`src/rtl/seg7_pkg.sv`:
```
// Shared types and constants for the 7-segment refresh scheduler and its BCD engine.
package seg7_pkg;

  typedef logic [3:0] bcd_t;

  typedef enum logic [1:0] {R0, R1, R2} range_e;

  typedef enum logic [1:0] {StIdle, StShift, StRange, StCommit} state_e;

  localparam int unsigned TH1      = 10_000;
  localparam int unsigned TH2      = 100_000;
  localparam int unsigned SAT      = 999_999;
  localparam int unsigned NDIG_BCD = 7;
  localparam int unsigned NBIN     = 20;

  function automatic logic [2:0] range_onehot(range_e r);
    logic [2:0] led;
    led = 3'b000;
    case (r)
      R0:      led = 3'b001;
      R1:      led = 3'b010;
      R2:      led = 3'b100;
      default: led = 3'b000;
    endcase
    return led;
  endfunction

endpackage

```
`src/rtl/bcd_dd_serial.sv`:
```
// Serial double-dabble binary-to-BCD converter: one shift per cycle, NBIN cycles after start.
module bcd_dd_serial #(
  parameter int unsigned NBIN     = 20,
  parameter int unsigned NDIG_BCD = 7
) (
  input  logic                    clk,
  input  logic                    rst_n,
  input  logic                    start,
  input  logic [NBIN-1:0]         bin,
  output logic                    done,
  output logic [4*NDIG_BCD-1:0]   bcd
);

  localparam int unsigned CW = $clog2(NBIN);
  localparam logic [CW-1:0] CNT_LAST = CW'(NBIN - 1);

  logic [NBIN-1:0]       bin_q, bin_d;
  logic [4*NDIG_BCD-1:0] bcd_q, bcd_d, adj;
  logic [CW-1:0]         cnt_q, cnt_d;
  logic                  run_q, run_d;

  always_comb begin
    adj = bcd_q;
    for (int i = 0; i < int'(NDIG_BCD); i++) begin
      if (bcd_q[4*i +: 4] >= 4'd5) adj[4*i +: 4] = bcd_q[4*i +: 4] + 4'd3;
    end
  end

  always_comb begin
    bin_d = bin_q;
    bcd_d = bcd_q;
    cnt_d = cnt_q;
    run_d = run_q;
    if (start) begin
      bin_d = bin;
      bcd_d = '0;
      cnt_d = '0;
      run_d = 1'b1;
    end else if (run_q) begin
      {bcd_d, bin_d} = {adj[4*NDIG_BCD-2:0], bin_q, 1'b0};
      if (cnt_q == CNT_LAST) begin
        cnt_d = '0;
        run_d = 1'b0;
      end else begin
        cnt_d = cnt_q + 1'b1;
      end
    end
  end

  always_ff @(posedge clk or negedge rst_n) begin
    if (!rst_n) begin
      bin_q <= '0;
      bcd_q <= '0;
      cnt_q <= '0;
      run_q <= 1'b0;
    end else begin
      bin_q <= bin_d;
      bcd_q <= bcd_d;
      cnt_q <= cnt_d;
      run_q <= run_d;
    end
  end

  // High during the cycle whose closing edge performs the final shift.
  assign done = run_q && (cnt_q == CNT_LAST);
  assign bcd  = bcd_q;

endmodule

```
`src/rtl/seg7_refresh_scheduler.sv`:
```
// Periodic capture, BCD conversion, hysteretic range selection and atomic commit of
// four display digits plus range LEDs.
module seg7_refresh_scheduler
  import seg7_pkg::*;
#(
  parameter int unsigned REFRESH_MS = 200,
  parameter int unsigned HYST       = 500
) (
  input  logic        clk,
  input  logic        KEY2,
  input  logic        time_1ms,
  input  logic [19:0] t,
  input  logic        hold,
  output logic [15:0] digit_out,
  output logic [2:0]  range_led,
  output logic        upd,
  output logic        busy,
  output logic        overflow,
  output logic        overrun
);

  localparam logic [9:0] MS_MAX = 10'(REFRESH_MS - 1);

  state_e state_q, state_d;
  range_e range_q, range_d;

  logic [9:0]  ms_cnt_q;
  logic        pend_q, overrun_q;
  logic [19:0] v_q;
  logic [31:0] v_ext;
  logic        req, start, dd_done;
  logic [4*NDIG_BCD-1:0] dd_bcd;
  bcd_t        digs [NDIG_BCD];

  logic [15:0] digit_q, digit_d;
  logic [2:0]  led_q, led_d;
  logic        upd_q, upd_d, ovf_q, ovf_d;

  assign req   = time_1ms && (ms_cnt_q == MS_MAX);
  assign start = (state_q == StIdle) && (req || pend_q) && !hold;
  assign v_ext = {12'd0, v_q};

  bcd_dd_serial #(
    .NBIN     (NBIN),
    .NDIG_BCD (NDIG_BCD)
  ) u_dd (
    .clk   (clk),
    .rst_n (KEY2),
    .start (start),
    .bin   (t),
    .done  (dd_done),
    .bcd   (dd_bcd)
  );

  always_ff @(posedge clk or negedge KEY2) begin
    if (!KEY2) state_q <= StIdle;
    else       state_q <= state_d;
  end

  always_comb begin
    state_d = state_q;
    case (state_q)
      StIdle:   if (start) state_d = StShift;
      StShift:  if (dd_done) state_d = StRange;
      StRange:  state_d = StCommit;
      StCommit: state_d = StIdle;
      default:  state_d = StIdle;
    endcase
  end

  always_comb begin
    range_d = range_q;
    if (state_q == StRange) begin
      case (range_q)
        R0: begin
          if (v_ext >= TH2)      range_d = R2;
          else if (v_ext >= TH1) range_d = R1;
        end
        R1: begin
          if (v_ext >= TH2)             range_d = R2;
          else if (v_ext < TH1 - HYST)  range_d = R0;
        end
        R2: begin
          if (v_ext < TH1 - HYST)       range_d = R0;
          else if (v_ext < TH2 - HYST)  range_d = R1;
        end
        default: range_d = R0;
      endcase
      if (v_ext > SAT) range_d = R2;
    end
  end

  always_comb begin
    for (int i = 0; i < int'(NDIG_BCD); i++) digs[i] = dd_bcd[4*i +: 4];
  end

  // Output comb: commit registers load only in COMMIT, so the display is never torn.
  always_comb begin
    digit_d = digit_q;
    led_d   = led_q;
    ovf_d   = ovf_q;
    upd_d   = 1'b0;
    if (state_q == StCommit) begin
      upd_d = 1'b1;
      led_d = range_onehot(range_q);
      // A nonzero seventh digit means the value is at least 1_000_000.
      ovf_d = (digs[6] != 4'd0);
      if (ovf_d) begin
        digit_d = 16'h9999;
      end else begin
        for (int k = 0; k < 4; k++) begin
          case (range_q)
            R0:      digit_d[4*k +: 4] = digs[k];
            R1:      digit_d[4*k +: 4] = digs[k+1];
            R2:      digit_d[4*k +: 4] = digs[k+2];
            default: digit_d[4*k +: 4] = 4'd0;
          endcase
        end
      end
    end
  end

  always_ff @(posedge clk or negedge KEY2) begin
    if (!KEY2) begin
      ms_cnt_q  <= '0;
      pend_q    <= 1'b0;
      overrun_q <= 1'b0;
      v_q       <= '0;
      range_q   <= R0;
      digit_q   <= '0;
      led_q     <= '0;
      upd_q     <= 1'b0;
      ovf_q     <= 1'b0;
    end else begin
      if (time_1ms) ms_cnt_q <= (ms_cnt_q == MS_MAX) ? 10'd0 : ms_cnt_q + 10'd1;
      if (start) begin
        v_q    <= t;
        pend_q <= pend_q && req;
      end else if (state_q != StIdle && req) begin
        if (pend_q) overrun_q <= 1'b1;
        else        pend_q    <= 1'b1;
      end
      range_q <= range_d;
      digit_q <= digit_d;
      led_q   <= led_d;
      upd_q   <= upd_d;
      ovf_q   <= ovf_d;
    end
  end

  assign digit_out = digit_q;
  assign range_led = led_q;
  assign upd       = upd_q;
  assign overflow  = ovf_q;
  assign overrun   = overrun_q;
  assign busy      = (state_q != StIdle);

endmodule

```
`config.mk`:
```
export PLATFORM = sky130hd
export DESIGN_NAME = seg7_refresh_scheduler
export DESIGN_NICKNAME = d
export VERILOG_FILES = /design/src/rtl/seg7_pkg.sv /design/src/rtl/bcd_dd_serial.sv /design/src/rtl/seg7_refresh_scheduler.sv
export SDC_FILE = /design/constraint.sdc
export NUM_CORES = 1
export LEC_CHECK = 0
export BUFFER_PORTS_ARGS = -buffer_cell sky130_fd_sc_hd__buf_4
export CAP_MARGIN = 20
export CORE_MARGIN = 5
export CORE_UTILIZATION = 40
export CTS_BUF_LIST = sky130_fd_sc_hd__clkbuf_4 sky130_fd_sc_hd__clkbuf_8
export CTS_CLUSTER_DIAMETER = 50
export DETAILED_ROUTE_END_ITERATION = 10
export PLACE_DENSITY = 0.6
export SYNTH_ARGS = -nofsm -noshare
export SYNTH_HDL_FRONTEND = slang
export SYNTH_HIERARCHICAL = 1
export SYNTH_SLANG_ARGS = --single-unit
```
`constraint.sdc`:
```
create_clock -name clk -period 2.4 [get_ports clk]
set_input_delay 0.24 -clock clk [delete_from_list [all_inputs] [get_ports clk]]
set_output_delay 0.24 -clock clk [all_outputs]
set_load 0.01 [all_outputs]
```
# After elaboration in Yosys (flattened, before gate mapping)
# Index checks and enable logic that the tools add are counted.
# classes
addsub	9
n_lt_le_gt_ge	12
eq_ne	12
muxes	38
n_bitwise	1
reduce_logical	17
# op_table
cell	n
28-bit two-way mux	2
4-bit case mux with 3 select lines	4
20-bit two-way mux	2
4-bit by 3-bit greater-or-equal comparator with 1-bit output, second input constant	7
4-bit by 2-bit adder with 4-bit output, second input constant	6
4-bit two-way mux	6
20-bit by 14-bit greater-or-equal comparator with 1-bit output, second input constant	1
20-bit by 17-bit greater-or-equal comparator with 1-bit output, second input constant	1
20-bit > comparator, second input constant	1
20-bit by 14-bit < comparator with 1-bit output, second input constant	1
20-bit by 17-bit < comparator with 1-bit output, second input constant	1
2-bit two-way mux	9
16-bit two-way mux	1
5-bit two-way mux	3
4-bit != test, second input constant	3
10-bit by 1-bit adder with 10-bit output, second input constant	1
10-bit by 8-bit == test with 1-bit output, second input constant	1
10-bit two-way mux	1
3-bit case mux with 3 select lines	1
2-bit case mux with 4 select lines	1
2-bit == test, second input constant	3
1-bit logical AND	6
1-bit two-way mux	6
2-bit case mux with 3 select lines	1
other kinds (15)	20
# word_totals
register_bits	111
input_bits	24
out_inout_bits	23

# Logic depth before layout (Yosys ltp)
# logic_depth
word_depth	7
depth_mapped	10
ltp_nobuf	7

# Modules after synthesis
# Netlist, hierarchy kept.
# modules_own_cells
mod	n_inst	cells_per_inst	area_per_inst_um2	seq_area_each_um2
bcd_dd_serial	1	322	3050.4	1351.3
seg7_refresh_scheduler	1	269	2859.0	1376.3

# Worst setup path before layout
# OpenSTA, ideal clock, no wires.
# synth_path
path_type	register to register
start	register ms_cnt_q[0]
end	register u_dd.bcd_q[1] (netlist: u_dd/bcd[1])
setup_time_ns	0.116
arrival_time_ns	1.931
required_time_ns	2.284
path_slack_ns	0.353
stages_incl_launch_ff	9
path_buffers	2
period_less_slack_ns	2.047
path_cell_list	dfrtp_1 -> ha_1 -> and2_1 -> a41oi_2 -> nor3_4 -> buf_6 -> buf_2 -> or4_1 -> o311ai_0
# synth_via
elab_chain_len	6
elab_cells_between_ends	7
# synth_lines
element	line	rtl
start: declaration	seg7_refresh_scheduler.sv:27	logic [9:0] ms_cnt_q;
start signal: assignment	seg7_refresh_scheduler.sv:135	if (time_1ms) ms_cnt_q <= (ms_cnt_q == MS_MAX) ? 10'd0 : ms_cnt_q + 10'd1;
10-bit by 8-bit == test with 1-bit output (*)	seg7_refresh_scheduler.sv:39	assign req = time_1ms && (ms_cnt_q == MS_MAX);
1-bit logical AND (*)	seg7_refresh_scheduler.sv:39	
1-bit logical OR (*)	seg7_refresh_scheduler.sv:40	assign start = (state_q == StIdle) && (req || pend_q) && !hold;
1-bit logical AND (*) (2 in a row)	seg7_refresh_scheduler.sv:40	
named net start	seg7_refresh_scheduler.sv:31	logic req, start, dd_done;
28-bit two-way mux or 2-bit nonzero test (tied branches)	n/a	
end signal: assignment	bcd_dd_serial.sv:53	bcd_q <= '0;
end signal: assignment	bcd_dd_serial.sv:58	bcd_q <= bcd_d;
end: declaration	bcd_dd_serial.sv:18	logic [4*NDIG_BCD-1:0] bcd_q, bcd_d, adj;
# The timed path passes the listed nets; every way through them passes the cells marked *.
# A chain may end at the register's enable or synchronous reset.

# Worst setup path in the final report
# layout_path
start	register ms_cnt_q[0]
end	register u_dd.bcd_q[9] (netlist: u_dd/bcd[9])
# layout_via
elab_chain_len	6
elab_cells_between_ends	7
# layout_lines
element	line
10-bit by 8-bit == test with 1-bit output (*)	seg7_refresh_scheduler.sv:39
1-bit logical AND (*)	seg7_refresh_scheduler.sv:39
1-bit logical OR (*)	seg7_refresh_scheduler.sv:40
1-bit logical AND (*) (2 in a row)	seg7_refresh_scheduler.sv:40
28-bit two-way mux or 2-bit nonzero test (tied branches)	n/a
# Mark *: on every way between the ends. The rest lies on a longest branch, timed or not.

==> metrics <==
clock tree buffer depth 2; Async SR Flop Fraction 100.0%; worst slew pin tran 0.8684 ns; final wirelength 12550 microns; first-pass detailed-route iteration total 4; vias per cell 5.499; hold-critical path endpoint u_dd/bin_q[0]; pins over their slew limit 0; Pwr Density 511.6 mW/mm^2; Ys Warns 6; hold depth 3; post-route design area 0.006658 sq mm; Fillers 1403; Setup-failing EPs final 0; via count 4465; CTS buffer count 9; leak pwr 2.796 nW; initial antenna violation count 0; post-layout min period 2.127 ns; Fin Hold WS 0.06816 ns; synthesized instance count 591; port bufs 46; starting density of the core 40.66%; CP max stage delay 0.53 ns; DRT antenna net count 0; Placer Congestion 0.8213; Seq/Total Area, Yosys 46.16%; Die ar. 0.01730 sq mm; post-synthesis cell area 0.005909 sq mm; max-cap violation count 0; Total GRT Usage 14.47%; CP required 2.65 ns; synthesis-to-finish area growth 12.66%; # Post-CTS Setup Buffers 0; Die Y-Extent 131.5 microns; Die X 131.5 microns; Clock Latency Late Sink 0.38 ns; first-pass GRT wire length 21420 microns; dominant cell type by area after synthesis dfrtp_1; core area 0.01453 sq mm; Final Hold Vio Count 0; Worst R2R Start ms_cnt_q[0]; drt drc 0; Synth top area share 46.16%; RSZ-0062 raised after global routing false; kind of critical path reg -> reg; worst min-delay path category in -> reg; Layout Cells excl Fill 812; row count 44; Synth Net Count 636; Crit Path Max Fanout 50; WL/cell 15.46 microns; status completed; gr ovfl total 0; Final Skew 0.01148 ns; largest net degree at the start of global routing 78; Worst EP arrival 2.38 ns; CP startpoint kind register; Yosys reg bits 109; Critical Path Sink Type register; # placed instances 795; DRT iter0 DRCs 333; fin nets 668; Slew HR 41.99%; number of flops mapped to enable cells by yosys 0; share of layout cells above drive strength 1 17.36%; I/O Pins 47; setup_tns 0 ns; CTS tree yes; ANT cells 0; Primary FF master, synth dfrtp_1; Reg area 0.002729 sq mm; CTS clk-pin slew, worst paths 0.11 ns; HP Start t[0]; Critical Path, Cell by Cell ha_1 -> and2_1 -> a41oi_2 -> nor3_4 -> buf_12 -> or4_1 -> o311ai_0; crit share post-route 88.62%; cells on worst reg2reg path 7; f_max 0.4702 GHz; multi-input logic area 0.002859 sq mm; CTS sink cnt 109; dpl hpwl 8629 microns; synth top area cells dfrtp_1, mux2i_1, ha_1, o21ai_0, mux2_2; Syn Area/Cell 9.999 sq um; FF-to-FF End u_dd/bcd[9]; post-placement cell area 0.006411 sq mm; vias in the first global route 4468; Root Buffer Master clkbuf_8; r2r setup slk 0.27 ns; peak supply drop 290.0 uV; Worst path slowest cell or4_1; Cell variety after synth 65; CTS H-tree depth 3
## critical path, delay by kind of cell (launching register included)
| kind | cells | cell delay, ns |
|---|---|---|
| and+or+nand+nor | 3 | 0.78 |
| DFF | 1 | 0.41 |
| AOI/OAI and AO/OA | 2 | 0.39 |
| adders and majority gates | 1 | 0.22 |
| buffers and inverters | 1 | 0.19 |
## cell usage in the layout (no fill, tap or decap), types with 4 or more instances in the layout
| master | count |
|---|---|
| nand2_1 | 48 |
| ha_1 | 21 |
| nand4b_1 | 4 |
| nand3_1 | 13 |
| buf_4 | 52 |
| a211oi_1 | 6 |
| xor2_1 | 6 |
| and3_1 | 4 |
| nand4_1 | 5 |
| mux2_2 | 19 |
| nand2b_1 | 13 |
| or4_1 | 5 |
| mux2i_1 | 30 |
| clkbuf_8 | 10 |
| and2_1 | 7 |
| a21oi_1 | 34 |
| inv_1 | 37 |
| o21ai_0 | 48 |
| o31ai_1 | 5 |
| a31oi_1 | 11 |
| o311ai_0 | 4 |
| nor4_1 | 6 |
| nor3b_1 | 4 |
| nor2b_1 | 8 |
| dfrtp_1 | 108 |
| o22ai_1 | 11 |
| o22a_1 | 8 |
| nor3_1 | 4 |
| xnor2_1 | 6 |
| nor2_1 | 26 |
| a21boi_0 | 4 |
| or3_1 | 4 |
## metal layers
metal	wire length, microns	up-vias	GRT usage, %	part of all wire [%]
met5	0	-	0	0
met4	250	0	5.429	2.0
met3	453	18	2.676	3.6
met2	5661	84	22.71	45
met1	6184	2180	19.97	49
li1	-	2183	-	-
## how the worst max path moves through the flow
stage | startpoint | endpoint | slack, ns | cells past startpoint
after floorplan | ms_cnt_q[0] | u_dd/bcd[1] | 0.35 | 8
after global placement | ms_cnt_q[3] | v_q[5] | 0.29 | 5
after detailed placement | ms_cnt_q[3] | v_q[13] | 0.27 | 5
after CTS | ms_cnt_q[3] | v_q[13] | 0.24 | 5
after global routing | ms_cnt_q[3] | v_q[13] | 0.07 | 5
final | ms_cnt_q[0] | u_dd/bcd[9] | 0.27 | 7
## flip-flops by register name, indices dropped and copies added, names as in the netlist
name	cells
ms_cnt_q	10
u_dd/bin_q	20
overflow	1
state_q	2
pend_q	1
overrun	1
upd	1
range_q	2
v_q	18
u_dd/cnt_q	5
range_led	3
u_dd/run_q	1
digit_out	16
u_dd/bcd	28
## power breakdown
part           switching [mW]  internal (mW)  leakage [nW]
clock network           0.664          0.645         0.121
registers              0.0471           1.88          1.41
logic                  0.0895         0.0781          1.27
## per-stage QoR
step	power [mW]	worst slack [ns]	utilization (%)
after floorplan	2.034	0.3535	-
after global placement	2.129	0.2884	44.11
after detailed placement	2.139	0.2672	44.11
after CTS	3.460	0.2448	45.81
after global routing	3.553	0.07149	45.81
final	3.406	0.2731	45.81
## layout make-up
type                            count  share of cell area, %
Timing Repair Buffer               56                  6.916
Clock inverter                      5                  1.372
Multi-Input combinational cell    409                  42.94
Sequential cell                   109                  40.99
Clock buffer                       11                  2.180
Tap cell                          184                  3.458
Inverter                           38                  2.142
## synth_stat cells (all sizes together) (11+ instances only)
cell type and number:
o22ai 11, mux2 20, nand3 13, buf 21
dfrtp 109, inv 38, mux2i 30, clkbuf 14
nor2 26, a31oi 11, nand2 48, a21oi 34
nand2b 13, ha 21, o21ai 51
## kinds of logic after synthesis
kind of cell / after synthesis / share of synthesized area, %
adder cells (fa/ha/maj): 21 / 4.446
flip-flops: 109 / 46.16
AO/OA/AOI/OAI: 161 / 17.83
multiplexers: 50 / 8.893
XOR/XNOR: 12 / 1.779
buffers and inverters: 73 / 5.462
AND/OR/NAND/NOR: 165 / 15.44
## timing repair
item                                    4_1_cts  5_1_grt
hold buffers                                  1        0
endpoints found under the setup margin        0        0
gates resized for setup                       0        0
hold endpoints to repair                     40        0
Note: power is estimated with default switching activity, not from simulation.
